File: src/rtl/riscv_pkg.sv
// Shared integer-pipeline types: register-file geometry and the writeback entry record.
package riscv_pkg;

  localparam int XLEN       = 64;
  localparam int NUM_REGS   = 32;
  localparam int REG_ADDR_W = $clog2(NUM_REGS);

  typedef logic [REG_ADDR_W-1:0] reg_addr_t;

  typedef struct packed {
    reg_addr_t       rd;
    logic [XLEN-1:0] data;
  } wb_entry_t;

  // x0 is hardwired to zero, so it never counts as an in-flight destination.
  function automatic logic rd_match(input reg_addr_t entry_rd, input reg_addr_t query);
    return (query != '0) && (entry_rd == query);
  endfunction

endpackage

File: src/rtl/wb_write_queue_if.sv
// Bus bundle for the writeback queue: two result producers, the register-file write port,
// and the pending-write lookup used by decode.
interface wb_write_queue_if;
  import riscv_pkg::*;

  // Producers: a transfer happens in any cycle where valid && ready; valid must not be
  // derived from ready, and offered rd/data must stay stable while valid is held.
  logic            mem_valid;
  logic            mem_ready;
  reg_addr_t       mem_rd;
  logic [XLEN-1:0] mem_data;

  logic            alu_valid;
  logic            alu_ready;
  reg_addr_t       alu_rd;
  logic [XLEN-1:0] alu_data;

  logic            reg_write;
  reg_addr_t       rd;
  logic [XLEN-1:0] write_data;

  reg_addr_t       query_rs;
  logic            pend_hit;
  logic [XLEN-1:0] pend_data;

  logic [7:0]      dbg_count;

  modport master (
    output mem_valid, mem_rd, mem_data,
    output alu_valid, alu_rd, alu_data,
    output query_rs,
    input  mem_ready, alu_ready,
    input  reg_write, rd, write_data,
    input  pend_hit, pend_data,
    input  dbg_count
  );

  modport slave (
    input  mem_valid, mem_rd, mem_data,
    input  alu_valid, alu_rd, alu_data,
    input  query_rs,
    output mem_ready, alu_ready,
    output reg_write, rd, write_data,
    output pend_hit, pend_data,
    output dbg_count
  );

endinterface

File: src/rtl/wb_fifo.sv
// In-order circular buffer with two ordered push lanes and one pop; exposes every slot in
// age order (index 0 = head) so the owner can search for in-flight destinations.
module wb_fifo
  import riscv_pkg::*;
#(
  parameter  int DEPTH = 4,
  localparam int PW    = $clog2(DEPTH),
  localparam int CW    = $clog2(DEPTH + 1)
) (
  input  logic          clk,
  input  logic          reset,
  input  logic          push0,
  input  wb_entry_t     push0_entry,
  input  logic          push1,
  input  wb_entry_t     push1_entry,
  input  logic          pop,
  output logic [CW-1:0] count,
  output logic [DEPTH-1:0] entry_valid,
  output wb_entry_t     entry [DEPTH]
);

  wb_entry_t     mem [DEPTH];
  logic [PW-1:0] wr_ptr;
  logic [PW-1:0] rd_ptr;

  // Lane 0 is always the older entry; lane 1 lands behind it when both fire.
  always_ff @(posedge clk or negedge reset) begin
    if (!reset) begin
      wr_ptr <= '0;
      rd_ptr <= '0;
      count  <= '0;
      for (int i = 0; i < DEPTH; i++) begin
        mem[i] <= '0;
      end
    end else begin
      if (push0) begin
        mem[wr_ptr] <= push0_entry;
      end
      if (push1) begin
        mem[push0 ? wr_ptr + PW'(1) : wr_ptr] <= push1_entry;
      end
      wr_ptr <= wr_ptr + PW'(push0) + PW'(push1);
      if (pop) begin
        rd_ptr <= rd_ptr + PW'(1);
      end
      count <= count + CW'(push0) + CW'(push1) - CW'(pop);
    end
  end

  always_comb begin
    for (int i = 0; i < DEPTH; i++) begin
      entry[i]       = mem[rd_ptr + PW'(i)];
      entry_valid[i] = (CW'(i) < count);
    end
  end

endmodule

File: src/rtl/wb_write_queue.sv
// Writeback queue: accepts ALU and load results, drains one register-file write per cycle,
// and answers "is this source register still being written, and with what value".
module wb_write_queue
  import riscv_pkg::*;
#(
  parameter int DEPTH = 4
) (
  input  logic            clk,
  input  logic            reset,
  wb_write_queue_if.slave bus
);

  localparam int CW = $clog2(DEPTH + 1);
  localparam logic [CW-1:0] DEPTH_C    = CW'(DEPTH);
  localparam logic [CW-1:0] DEPTH_M2_C = CW'(DEPTH - 2);

  logic [CW-1:0]    count;
  logic [DEPTH-1:0] entry_valid;
  wb_entry_t        entry [DEPTH];

  logic      mem_ready;
  logic      alu_ready;
  logic      push0;
  logic      push1;
  logic      pop;
  wb_entry_t mem_entry;
  wb_entry_t alu_entry;

  logic            out_valid;
  reg_addr_t       out_rd;
  logic [XLEN-1:0] out_data;

  // Ready looks only at the registered count, so a same-cycle pop never frees a slot early.
  // With one slot left the load unit gets it.
  always_comb begin
    mem_ready = (count < DEPTH_C);
    alu_ready = bus.mem_valid ? (count <= DEPTH_M2_C) : (count < DEPTH_C);
  end

  // Writes to x0 complete the handshake but are never enqueued.
  always_comb begin
    mem_entry = '{rd: bus.mem_rd, data: bus.mem_data};
    alu_entry = '{rd: bus.alu_rd, data: bus.alu_data};
    push0     = bus.mem_valid && mem_ready && (bus.mem_rd != '0);
    push1     = bus.alu_valid && alu_ready && (bus.alu_rd != '0);
    pop       = (count != '0);
  end

  wb_fifo #(.DEPTH(DEPTH)) u_fifo (
    .clk         (clk),
    .reset       (reset),
    .push0       (push0),
    .push0_entry (mem_entry),
    .push1       (push1),
    .push1_entry (alu_entry),
    .pop         (pop),
    .count       (count),
    .entry_valid (entry_valid),
    .entry       (entry)
  );

  // rd/write_data keep their last value while idle; only the strobe drops.
  always_ff @(posedge clk or negedge reset) begin
    if (!reset) begin
      out_valid <= 1'b0;
      out_rd    <= '0;
      out_data  <= '0;
    end else if (pop) begin
      out_valid <= 1'b1;
      out_rd    <= entry[0].rd;
      out_data  <= entry[0].data;
    end else begin
      out_valid <= 1'b0;
    end
  end

  // Search oldest to youngest so a later match overrides; the write port is older than
  // every queued entry and is therefore considered first.
  always_comb begin
    bus.pend_hit  = 1'b0;
    bus.pend_data = '0;
    if (out_valid && rd_match(out_rd, bus.query_rs)) begin
      bus.pend_hit  = 1'b1;
      bus.pend_data = out_data;
    end
    for (int i = 0; i < DEPTH; i++) begin
      if (entry_valid[i] && rd_match(entry[i].rd, bus.query_rs)) begin
        bus.pend_hit  = 1'b1;
        bus.pend_data = entry[i].data;
      end
    end
  end

  assign bus.mem_ready  = mem_ready;
  assign bus.alu_ready  = alu_ready;
  assign bus.reg_write  = out_valid;
  assign bus.rd         = out_rd;
  assign bus.write_data = out_data;
  assign bus.dbg_count  = 8'(count);

endmodule

File: src/flat_wrapper.sv
// flat-port wrapper written by rule: the top's interface ports become plain ports
module wb_write_queue_flat import riscv_pkg::*;
#(
  parameter int DEPTH = 4
)
  (clk, reset, bus_mem_valid, bus_mem_rd, bus_mem_data, bus_alu_valid, bus_alu_rd, bus_alu_data, bus_query_rs, bus_mem_ready, bus_alu_ready, bus_reg_write, bus_rd, bus_write_data, bus_pend_hit, bus_pend_data, bus_dbg_count);
  wb_write_queue_if bus_i ();
  input  logic clk;
  input  logic reset;
  input wire logic [$bits(bus_i.mem_valid)-1:0] bus_mem_valid;
  input wire logic [$bits(bus_i.mem_rd)-1:0] bus_mem_rd;
  input wire logic [$bits(bus_i.mem_data)-1:0] bus_mem_data;
  input wire logic [$bits(bus_i.alu_valid)-1:0] bus_alu_valid;
  input wire logic [$bits(bus_i.alu_rd)-1:0] bus_alu_rd;
  input wire logic [$bits(bus_i.alu_data)-1:0] bus_alu_data;
  input wire logic [$bits(bus_i.query_rs)-1:0] bus_query_rs;
  output wire logic [$bits(bus_i.mem_ready)-1:0] bus_mem_ready;
  output wire logic [$bits(bus_i.alu_ready)-1:0] bus_alu_ready;
  output wire logic [$bits(bus_i.reg_write)-1:0] bus_reg_write;
  output wire logic [$bits(bus_i.rd)-1:0] bus_rd;
  output wire logic [$bits(bus_i.write_data)-1:0] bus_write_data;
  output wire logic [$bits(bus_i.pend_hit)-1:0] bus_pend_hit;
  output wire logic [$bits(bus_i.pend_data)-1:0] bus_pend_data;
  output wire logic [$bits(bus_i.dbg_count)-1:0] bus_dbg_count;
  assign bus_i.mem_valid = bus_mem_valid;
  assign bus_i.mem_rd = bus_mem_rd;
  assign bus_i.mem_data = bus_mem_data;
  assign bus_i.alu_valid = bus_alu_valid;
  assign bus_i.alu_rd = bus_alu_rd;
  assign bus_i.alu_data = bus_alu_data;
  assign bus_i.query_rs = bus_query_rs;
  assign bus_mem_ready = bus_i.mem_ready;
  assign bus_alu_ready = bus_i.alu_ready;
  assign bus_reg_write = bus_i.reg_write;
  assign bus_rd = bus_i.rd;
  assign bus_write_data = bus_i.write_data;
  assign bus_pend_hit = bus_i.pend_hit;
  assign bus_pend_data = bus_i.pend_data;
  assign bus_dbg_count = bus_i.dbg_count;
  wb_write_queue #(.DEPTH(DEPTH)) u_core (.clk(clk), .reset(reset), .bus(bus_i));
endmodule
File: config.mk
export PLATFORM = sky130hd
export DESIGN_NAME = wb_write_queue_flat
export DESIGN_NICKNAME = d
export VERILOG_FILES = /design/src/rtl/riscv_pkg.sv /design/src/rtl/wb_write_queue_if.sv /design/src/rtl/wb_fifo.sv /design/src/rtl/wb_write_queue.sv /design/src/flat_wrapper.sv
export SDC_FILE = /design/constraint.sdc
export NUM_CORES = 1
export LEC_CHECK = 0
export BUFFER_PORTS_ARGS = -buffer_cell sky130_fd_sc_hd__clkbuf_2
export CAP_MARGIN = 40
export CORE_MARGIN = 2
export CORE_UTILIZATION = 55
export DETAILED_ROUTE_END_ITERATION = 6
export PLACE_DENSITY = 0.76
export SETUP_SLACK_MARGIN = 0.15
export SLEW_MARGIN = 30
export SYNTH_ARGS = -nofsm -noshare
export SYNTH_HDL_FRONTEND = slang
export SYNTH_SLANG_ARGS = --single-unit
File: constraint.sdc
create_clock -name clk -period 5.1 [get_ports clk]
set_input_delay 0.255 -clock clk [delete_from_list [all_inputs] [get_ports clk]]
set_output_delay 0.255 -clock clk [all_outputs]
set_load 0.01 [all_outputs]
Word level (Yosys, flattened, before mapping)
Cells that the tools add are included.

Reductions and logical operators: 20. $lt $le $gt $ge: 14. Eq/ne operators: 5. Add/subtract/negate cells: 9. Bitwise logic cells: 6. Muxes and demuxes: 33.

Operators with widths (number): $mux W69 (10); $bmux W69 S2 (4); $bwmux W276 (2); $mux W276 (2); $mux W64 (5); $demux W69 S2 (2); $eq A5 B5 Y1 (5); $ge A3 B3 Y1 const B (6); $not A2 Y3 (6); $logic_and A1 B1 Y1 (16); $reduce_bool A5 Y1 (3); $mux W1 (7); $add A3 B1 Y3 (2); $lt A1 B3 Y1 const A (2); $lt A2 B3 Y1 const A (2); $lt A3 B1 Y1 const B (2); $add A2 B1 Y2 (2); $add A2 B1 Y2 const B (2); $add A2 B2 Y2 const B (2); $le A3 B2 Y1 const B (1); $lt A3 B3 Y1 const B (1); $reduce_bool A3 Y1 (1); $sub A3 B1 Y3 (1); $mux W2 (1).

Register bits: 353. Output and inout bits: 145. Input bits: 147.

Depth between registers and ports, before layout
Gate-level depths: netlist of the first run.

Word-level depth: 11. Gate-level depth with buffers: 13. Gate-level depth less buffers: 11.

Hierarchy
A second synthesis of the first run with hierarchy kept.

Cell total of the unflattened synthesis: 2009. Area, all modules: 26560.5 um^2.

By module, submodules not included: wb_fifo (cells each 1273, area each 20510.9 um^2, instances 1); wb_write_queue (cells each 736, area each 6049.6 um^2, instances 1).

Least setup slack after synthesis of the first run
No wires, ideal clock.

Path kind: register to register. From: reg u_core.u_fifo.count[2]. To: reg u_core.u_fifo.count[2]. Arrival: 2.775 ns. Clock period less this slack: 2.898 ns. Buffers on the path: 0. Slack: 2.202 ns. Cell stages (with the launch flop): 12. Cell sequence: dfrtp_1 > inv_1 > ha_1 > nand2_1 > mux2i_1 > o211a_1 > inv_1 > ha_1 > inv_1 > fa_1 > fa_1 > xnor2_1.

Longest elaborated chain between the ends: 6. Elaborated cells on any way between the ends: 11. Classes of those cells: add/sub (3); order compare (2); mux (1); reduce/logical (5).

RTL lines: start, declared (line wb_fifo.sv:17) `output logic [CW-1:0] count,`; start signal, assigned (line wb_fifo.sv:46) `count <= count + CW'(push0) + CW'(push1) - CW'(pop);`; $lt A3 B3 Y1 (line wb_write_queue.sv:36) `mem_ready = (count < DEPTH_C);`; net bus_mem_ready (line flat_wrapper.sv:17) `output wire logic [$bits(bus_i.mem_ready)-1:0] bus_mem_ready;`; $mux W1 (line wb_write_queue.sv:37) `alu_ready = bus.mem_valid ? (count <= DEPTH_M2_C) : (count < DEPTH_C);`; net bus_alu_ready (line flat_wrapper.sv:18) `output wire logic [$bits(bus_i.alu_ready)-1:0] bus_alu_ready;`; $logic_and A1 B1 Y1 (2 in series) (line wb_write_queue.sv:45) `push1 = bus.alu_valid && alu_ready && (bus.alu_rd != '0);`; $add A3 B1 Y3 (line wb_fifo.sv:46); $sub A3 B1 Y3 (line wb_fifo.sv:46).

The timed path passes the listed nets, and every way through them passes these cells. A chain may end at the register's enable or synchronous reset.

Worst setup path after layout of the first run
From: reg u_core.u_fifo.rd_ptr[0]. To: out bus_pend_data[33].

Longest elaborated chain between the ends: 11. Elaborated cells on any way between the ends: 35. Classes of those cells: add/sub (3); eq/ne (4); mux (16); bitwise (4); reduce/logical (8).

RTL lines: start, declared (line wb_fifo.sv:24) `logic [PW-1:0] rd_ptr;`; start signal, assigned (line wb_fifo.sv:44) `rd_ptr <= rd_ptr + PW'(1);`; $add A2 B1 Y2 / $not A2 Y3 (equally long branches) (line wb_fifo.sv:52) `entry[i] = mem[rd_ptr + PW'(i)];`; $not A2 Y3 (not written as such) / $bmux W69 S2 (equally long branches) (line wb_fifo.sv:52); $bmux W69 S2 / $mux W69 (equally long branches) (line wb_fifo.sv:52); $mux W69 (not written as such) (line wb_fifo.sv:52); $mux W69 (not written as such) / $eq A5 B5 Y1 (equally long branches) (line wb_fifo.sv:52, riscv_pkg.sv:17); $eq A5 B5 Y1 / $logic_and A1 B1 Y1 (equally long branches) (line riscv_pkg.sv:17) `return (query != '0) && (entry_rd == query);`; $logic_and A1 B1 Y1 (on tied branches) (line riscv_pkg.sv:17, wb_write_queue.sv:87); $logic_and A1 B1 Y1 / $mux W64 (equally long branches) (line wb_write_queue.sv:87) `if (entry_valid[i] && rd_match(entry[i].rd, bus.query_rs)) begin`; $mux W64 (2 in series) (line wb_write_queue.sv:87); $mux W64 * (line wb_write_queue.sv:87); end, declared (line flat_wrapper.sv:23) `output wire logic [$bits(bus_i.pend_data)-1:0] bus_pend_data;`.

Mark *: on every way between the ends. The rest lies on a longest branch, timed or not. The select of a mux whose other input is x is not followed.

==> results by group, run 1 <==
Hold path
  – Hold Path End: u_core.u_fifo.mem[205]
  – Worst Hold Launch: bus_alu_rd[3]
  – Worst Hold Depth: 3
  – HP Class: in -> reg

Setup path
  – Crit path kind: reg -> out
  – Reg-to-reg endpoint: u_core.u_fifo.mem[177]
  – Critical Path RT: 4.85 ns
  – Worst setup EP type: output port
  – Worst Setup Start Kind: flip-flop
  – Reg2reg setup slack: 1.80 ns
  – Worst r2r src: u_core.u_fifo.count[2]
  – CP max FO: 68
  – Reg2Reg Depth: 9
  – Crit path DAT: 4.47 ns

Synth
  – Ys Warns: 0
  – Mapped cell area: approximately 23000 um2
  – Post-synth top area cell: dfrtp_1
  – Area contributors post-synth: dfrtp_1, mux2i_1, mux2_2
  – Syn Area/Cell: about 9.3 um2
  – Flop and latch count out of synthesis: 353
  – Top_reg_cell synth: dfrtp_1
  – Count leader, synth: mux2i_1
  – Synth cell types: 46
  – Post-synth EDFFs: 0
  – Post-Synthesis Cells: 2487
  – Share of the synthesized area in the top cell type: 0.382
  – Register area share after synthesis: 0.382
  – Post-synth ARST share: 1.00
  – Top cells by count, synth: mux2i_1, nand2_1, dfrtp_1, o21ai_0, mux2_2

CTS
  – Num CTS Buffers: between 40 and 50
  – Post-CTS sizing: 0
  – Clock root buffer: clkbuf_16
  – Clock Latency Late Sink: approximately 0.57 ns
  – Longest Clk Path Bufs: 3
  – Reg clk slew, reported paths: 0.06 ns
  – Hold-fix buffers, CTS: 68
  – Postcts setup bufs: 0
  – CTS tree: done
  – Clock sinks: 353
  – # H-tree levels: 2

Placed design
  – Placed cell count: 3131
  – Post-placement setup slack: 1.09 ns
  – Buffers on Ports: approximately 290
  – Routability cong.: 0.904
  – Detail Placement HPWL: between 40000 and 50000 um

Global route
  – First-pass GRT wire length: around 110000 um
  – Global-route usage over all layers: 0.325
  – Largest net degree at the start of global routing: 146
  – Initial antenna violation count: 2
  – Overflow after GRT: 0
  – Vias in the first global route: 20625

Finish
  – Layout cell share with drive strength beyond 1: 0.222
  – Layout area overhead: 17.0%
  – Final nets: 2861
  – Layout Cells excl Fill: 3277
  – Filler Cell Count: around 3400

STA
  – Max-slew violations: 0
  – Slew headroom: 0.357
  – Max Freq: 212 MHz
  – Final period utilization: 0.926
  – Final worst slack: roughly 0.38 ns
  – RSZ-0062 raised after global routing: false
  – Sum Neg Setup Slack: 0 ns
  – Fin crit period: 4.72 ns
  – Clk_skew: 0.0165 ns
  – Worst-Margin Slew: 0.964 ns
  – Hold Violations, Final: 0
  – # setup viols final: 0

Route
  – Total wire length: 72600 um
  – Wire per inst: 22.2 um
  – 1st-iter DRT viols: about 2000
  – Drt pass-1 iters: 7
  – Routed vias/inst: 6.40
  – DR vias: 20979
  – Residual DRC: 2
  – DRT antenna net count: 0

Power
  – Power Total: 18.3 mW
  – Power per Cell Area: between 600 and 700 nW/um2
  – Peak supply drop: 0.464 mV
  – Leak pwr: 13.6 nW

Floorplanning
  – Die area: about 44000 um2
  – Die W: 209 um
  – CORE AREA: 41700 um2
  – Row cnt: 75
  – I/O Pins: 292
  – Vert. Die Dim: 209 um
  – Initial core utilization: 0.554

Job
  – MaxCap Viol Count: 0

Run status
  – Failing checks: design-rule violations
  – Status: complete, but fails checks
[sequential cells by signal (all words and copies together) (netlist names)]
name	flops
u_core.u_fifo.wr_ptr	2
u_core.u_fifo.rd_ptr	2
u_core.bus.write_data	64
u_core.bus.reg_write	1
u_core.u_fifo.count	3
u_core.u_fifo.mem	276
u_core.bus.rd	5
[where the power goes]
part / leakage [nW] / total (mW) / switching (mW) / internal (mW)
Clock: 0.684 / 3.06 / 1.21 / 1.84
Combinational: 8.70 / 9.48 / 5.13 / 4.36
Sequential: 4.19 / 5.76 / 1.48 / 4.28
[logic make-up (layout without fill, tap and decap cells)]
group,after synthesis,in the layout,synth area share
muxes,629,629,0.285
AOI/OAI and AO/OA,624,624,0.168
and+or+nand+nor,609,609,0.103
DFF,353,353,0.382
buffers and inverters,235,480,0.0445
xor gates and xnor gates,26,26,0.00986
adders and majority gates,10,10,0.00639
other,1,7,0.000162
[worst max-delay path, stage by stage (launching register included)]
cell and delay (ns):
dfrtp_4 0.90, inv_1 0.45, mux2i_1 0.29, xor2_1 0.13, nor4_4 0.68, mux2i_4 0.34
buf_4 0.51, a22oi_1 0.20, nand2_1 0.15, clkbuf_2 0.15
[layer usage]
layer,GRT usage,vias to the layer above,routed length (um)
met1,0.433,10270,29700
met2,0.527,1088,34100
met5,0,-,23
met3,0.0640,199,6620
li1,-,9418,-
met4,0.123,4,2200
[cell type report]
class	count	area, um2	share of cell area
inverters	11	42.5	0.00157
well taps	539	674	0.0250
multi-input cells	1903	13400	0.495
diodes	2	5.00	0.000185
clock inverters	9	124	0.00458
clock buffers	66	1260	0.0467
flip-flops and latches	353	8840	0.327
repair buffers	394	2700	0.0998
[worst max-delay path by stage]
stage                                        from                endpoint  slack (ns)  cells after the start
final                     u_core.u_fifo.rd_ptr[0]       bus_pend_data[33]        0.38                      9
after global routing      u_core.u_fifo.rd_ptr[0]       bus_pend_data[33]        0.19                      9
after CTS                 u_core.u_fifo.rd_ptr[0]       bus_pend_data[33]        0.46                      9
after detailed placement  u_core.u_fifo.rd_ptr[0]       bus_pend_data[33]        1.09                      9
after global placement    u_core.u_fifo.rd_ptr[0]        bus_pend_data[9]        1.20                      9
after floorplan            u_core.u_fifo.count[2]  u_core.u_fifo.count[2]        2.20                     11
[cells in the final DEF (no fill, tap or decap), types with 5 or more instances in the layout]
master	netlist	layout
mux2i_1	427	427
nand2_1	419	415
dfrtp_1	353	351
clkbuf_2	0	285
o21ai_0	270	268
mux2_2	196	196
a21oi_1	152	150
nor2_1	152	150
dlygate4sd3_1	0	68
a221o_1	64	64
a32oi_1	64	64
a22oi_1	64	64
clkbuf_16	0	43
buf_4	8	19
xnor2_1	18	18
buf_12	0	16
clkbuf_1	125	13
inv_1	11	10
clkbuf_8	0	10
nor3_1	9	9
xor2_1	8	8
ha_1	7	7
nand2b_1	6	6
clkinv_2	0	6
or3_1	5	5
nand3_1	5	5
conb_1	1	5
[per-stage QoR]
step	hold slack, ns	cell area, um2	utilization
detailed placement	0.402	24900	0.598
floorplan	-0.0406	23100	-
finish	0.0293	27000	0.648
global placement	0.393	24800	0.595
global route	0.0378	27000	0.648
CTS	0.00700	27000	0.648
(Power assumes the default switching activity.)
==> run 2: changes to the inputs <==
--- a/config.mk
+++ b/config.mk
@@ -5,14 +5,14 @@
 export SDC_FILE = /design/constraint.sdc
 export NUM_CORES = 1
 export LEC_CHECK = 0
-export BUFFER_PORTS_ARGS = -buffer_cell sky130_fd_sc_hd__clkbuf_2
+export BUFFER_PORTS_ARGS = -buffer_cell sky130_fd_sc_hd__buf_4
 export CAP_MARGIN = 40
 export CORE_MARGIN = 2
 export CORE_UTILIZATION = 55
 export DETAILED_ROUTE_END_ITERATION = 6
 export PLACE_DENSITY = 0.76
 export SETUP_SLACK_MARGIN = 0.15
-export SLEW_MARGIN = 30
+export SLEW_MARGIN = 25
 export SYNTH_ARGS = -nofsm -noshare
 export SYNTH_HDL_FRONTEND = slang
 export SYNTH_SLANG_ARGS = --single-unit
==> results by group, run 2 (synthesis gave the netlist of run 1 again) <==
Power
  – Clk pwr share: 0.170 (was 0.167)
  – Seq pwr share: 0.301 (was 0.315)
  – Sw frac: 0.418 (was 0.427)
  – Comb power frac: 0.529 (was 0.518)
  – Power Internal: 11.2 mW (was 10.5 mW)
  – Peak supply drop: 0.463 mV (was 0.464 mV)
  – Leak pwr: 14.1 nW (was 13.6 nW)
  – Power per Cell Area: 676 nW/um2 (was 677 nW/um2)
  – Switching Power: 8.01 mW (was 7.82 mW)

Setup path
  – Worst Setup Start Kind: flip-flop (unchanged)
  – Worst setup EP type: output port (unchanged)
  – Reg-to-reg endpoint: u_core.u_fifo.mem[170] (was u_core.u_fifo.mem[177])
  – CP max FO: 48 (was 68)
  – Crit path DAT: 4.35 ns (was 4.47 ns)
  – Crit path kind: reg -> out (unchanged)
  – Reg2reg setup slack: 1.10 ns (was 1.80 ns)
  – Critical Path RT: 4.85 ns (about the same)
  – Reg2Reg Depth: 10 (was 9)
  – Worst r2r src: u_core.u_fifo.count[2] (unchanged)

Finish
  – Layout area overhead: 22.6% (was 17.0%)
  – Post-layout util: 0.680 (was 0.648)
  – Design area: 28300 um2 (was 27000 um2)
  – Final nets: 2910 (was 2861)
  – Filler Cell Count: 3234 (was 3385)
  – Layout cell share with drive strength beyond 1: 0.220 (was 0.222)
  – Max FFs per register: 276 (unchanged)
  – Top reg by flops: u_core.u_fifo.mem (unchanged)
  – Most frequent cells in the layout: mux2i_1, nand2_1, dfrtp_1 (unchanged)
  – Most common cell after layout, fill and taps aside: mux2i_1 (unchanged)

STA
  – Final worst slack: 0.497 ns (was 0.379 ns)
  – RSZ-0062 raised after global routing: false (unchanged)
  – Slew headroom: 0.307 (was 0.357)
  – # setup viols final: 0 (unchanged)
  – Sum Neg Setup Slack: 0 ns (unchanged)
  – Hold Violations, Final: 0 (unchanged)
  – Clk_skew: 0.0224 ns (was 0.0165 ns)
  – Max-slew violations: 0 (unchanged)
  – Worst-Margin Slew: 1.04 ns (was 0.964 ns)
  – Max Freq: 217 MHz (was 212 MHz)
  – Final period utilization: 0.902 (was 0.926)
  – Fin crit period: 4.60 ns (was 4.72 ns)

CTS
  – Post-CTS sizing: 0 (unchanged)
  – Clock Latency Late Sink: 0.58 ns (was 0.57 ns)
  – Longest Clk Path Bufs: 3 (unchanged)
  – Postcts setup bufs: 0 (unchanged)
  – CTS tree: done (unchanged)
  – Reg clk slew, reported paths: 0.06 ns (about the same)
  – Clock sinks: 353 (unchanged)
  – Num CTS Buffers: 41 (unchanged)
  – Clock root buffer: clkbuf_16 (unchanged)
  – Hold-fix buffers, CTS: 117 (was 68)
  – # H-tree levels: 2 (unchanged)

Hold path
  – HP Class: in -> reg (unchanged)
  – Worst Hold Launch: bus_mem_data[5] (was bus_alu_rd[3])
  – Worst Hold Depth: 3 (unchanged)
  – Hold Path End: u_core.u_fifo.mem[143] (was u_core.u_fifo.mem[205])

Job
  – MaxCap Viol Count: 0 (unchanged)

Floorplanning
  – Row cnt: 75 (unchanged)
  – CORE AREA: 41700 um2 (unchanged)
  – Initial core utilization: 0.554 (unchanged)
  – Die W: 209 um (unchanged)
  – Vert. Die Dim: 209 um (unchanged)
  – I/O Pins: 292 (unchanged)
  – Die area: 43600 um2 (unchanged)

Global route
  – Overflow after GRT: 0 (unchanged)
  – Global-route usage over all layers: 0.335 (was 0.325)
  – Largest net degree at the start of global routing: 246 (was 146)
  – Initial antenna violation count: 4 (was 2)
  – Vias in the first global route: 21106 (was 20625)
  – First-pass GRT wire length: 116000 um (was 113000 um)

Placed design
  – Detail Placement HPWL: 44400 um (was 43900 um)
  – Area after DPL: 25600 um2 (was 24900 um2)
  – Buffers on Ports: 286 (unchanged)
  – Post-placement setup slack: 1.18 ns (was 1.09 ns)
  – Routability cong.: 0.893 (was 0.904)

Route
  – 1st-iter DRT viols: 2091 (was 2028)
  – DRT antenna net count: 0 (unchanged)
  – Residual DRC: 0 (was 2)
  – Total wire length: 75500 um (was 72600 um)
  – Wire per inst: 22.7 um (was 22.2 um)
  – Drt pass-1 iters: 6 (was 7)
  – Routed vias/inst: 6.37 (was 6.40)
  – DR vias: 21212 (was 20979)

Run status
  – Status: finished clean (was complete, but fails checks)
run 2: cell types whose count changed in the layout (fill, tap and decap cells not counted), sizes merged:
cell         before  now
clkbuf          351   64
buf              41  326
dlygate4sd3      68  117
clkinv            6    2
clkinvlp          0    3
bufinv            3    5
diode             2    4
inv              11   12
run 2: stage by stage:
step	hold slack [ns]	cells	total power [mW]
2_1_floorplan	-0.0406	2491	12.2
3_3_place_gp	0.303	3125	14.9
3_5_place_dp	0.311	3128	15.3
4_1_cts	0.0000643	3320	18.9
5_1_grt	0.0192	3328	20.3
6_report	0.0162	3328	19.2
run 2: worst max-delay path, stage by stage, from the launching register on:
cell and delay [ns]:
dfrtp_4 0.92, mux2i_1 0.32, xnor2_1 0.11, nor3_1 0.20, o22ai_1 0.15, nor4_4 0.57, mux2i_4 0.34, buf_4 0.56
a22oi_1 0.21, nand2_1 0.19, buf_4 0.15
run 2: area by class of cell:
type                    instances  area, um2  share of cell area
clock inverters                11        195             0.00689
clock buffers                  64       1290              0.0457
well taps                     539        674              0.0238
inverters                      11       42.5             0.00150
diodes                          4       10.0            0.000353
repair buffers                443       3910               0.138
flip-flops and latches        353       8840               0.312
multi-input cells            1903      13400               0.472
run 2: worst max path at each step:
stage                             end                     from
2_1_floorplan  u_core.u_fifo.count[2]   u_core.u_fifo.count[2]
5_1_grt             bus_pend_data[23]  u_core.u_fifo.rd_ptr[1]
3_5_place_dp        bus_pend_data[23]  u_core.u_fifo.rd_ptr[1]
4_1_cts             bus_pend_data[23]  u_core.u_fifo.rd_ptr[1]
6_report            bus_pend_data[23]  u_core.u_fifo.rd_ptr[1]
3_3_place_gp        bus_pend_data[23]  u_core.u_fifo.rd_ptr[1]
run 2: per-layer routing:
layer	track usage	wire length, um
met4	0.149	2440
met1	0.432	30500
met5	0	13
met3	0.0676	6600
met2	0.549	35900
run 2: power groups by stage:
stage	combinational (mW)	clock, mW	sequential [mW]
after global routing	11.0	3.41	5.91
after global placement	9.24	0	5.61
final	10.1	3.26	5.76
after CTS	9.96	3.29	5.69
after floorplan	6.89	0	5.34
after detailed placement	9.63	0	5.72
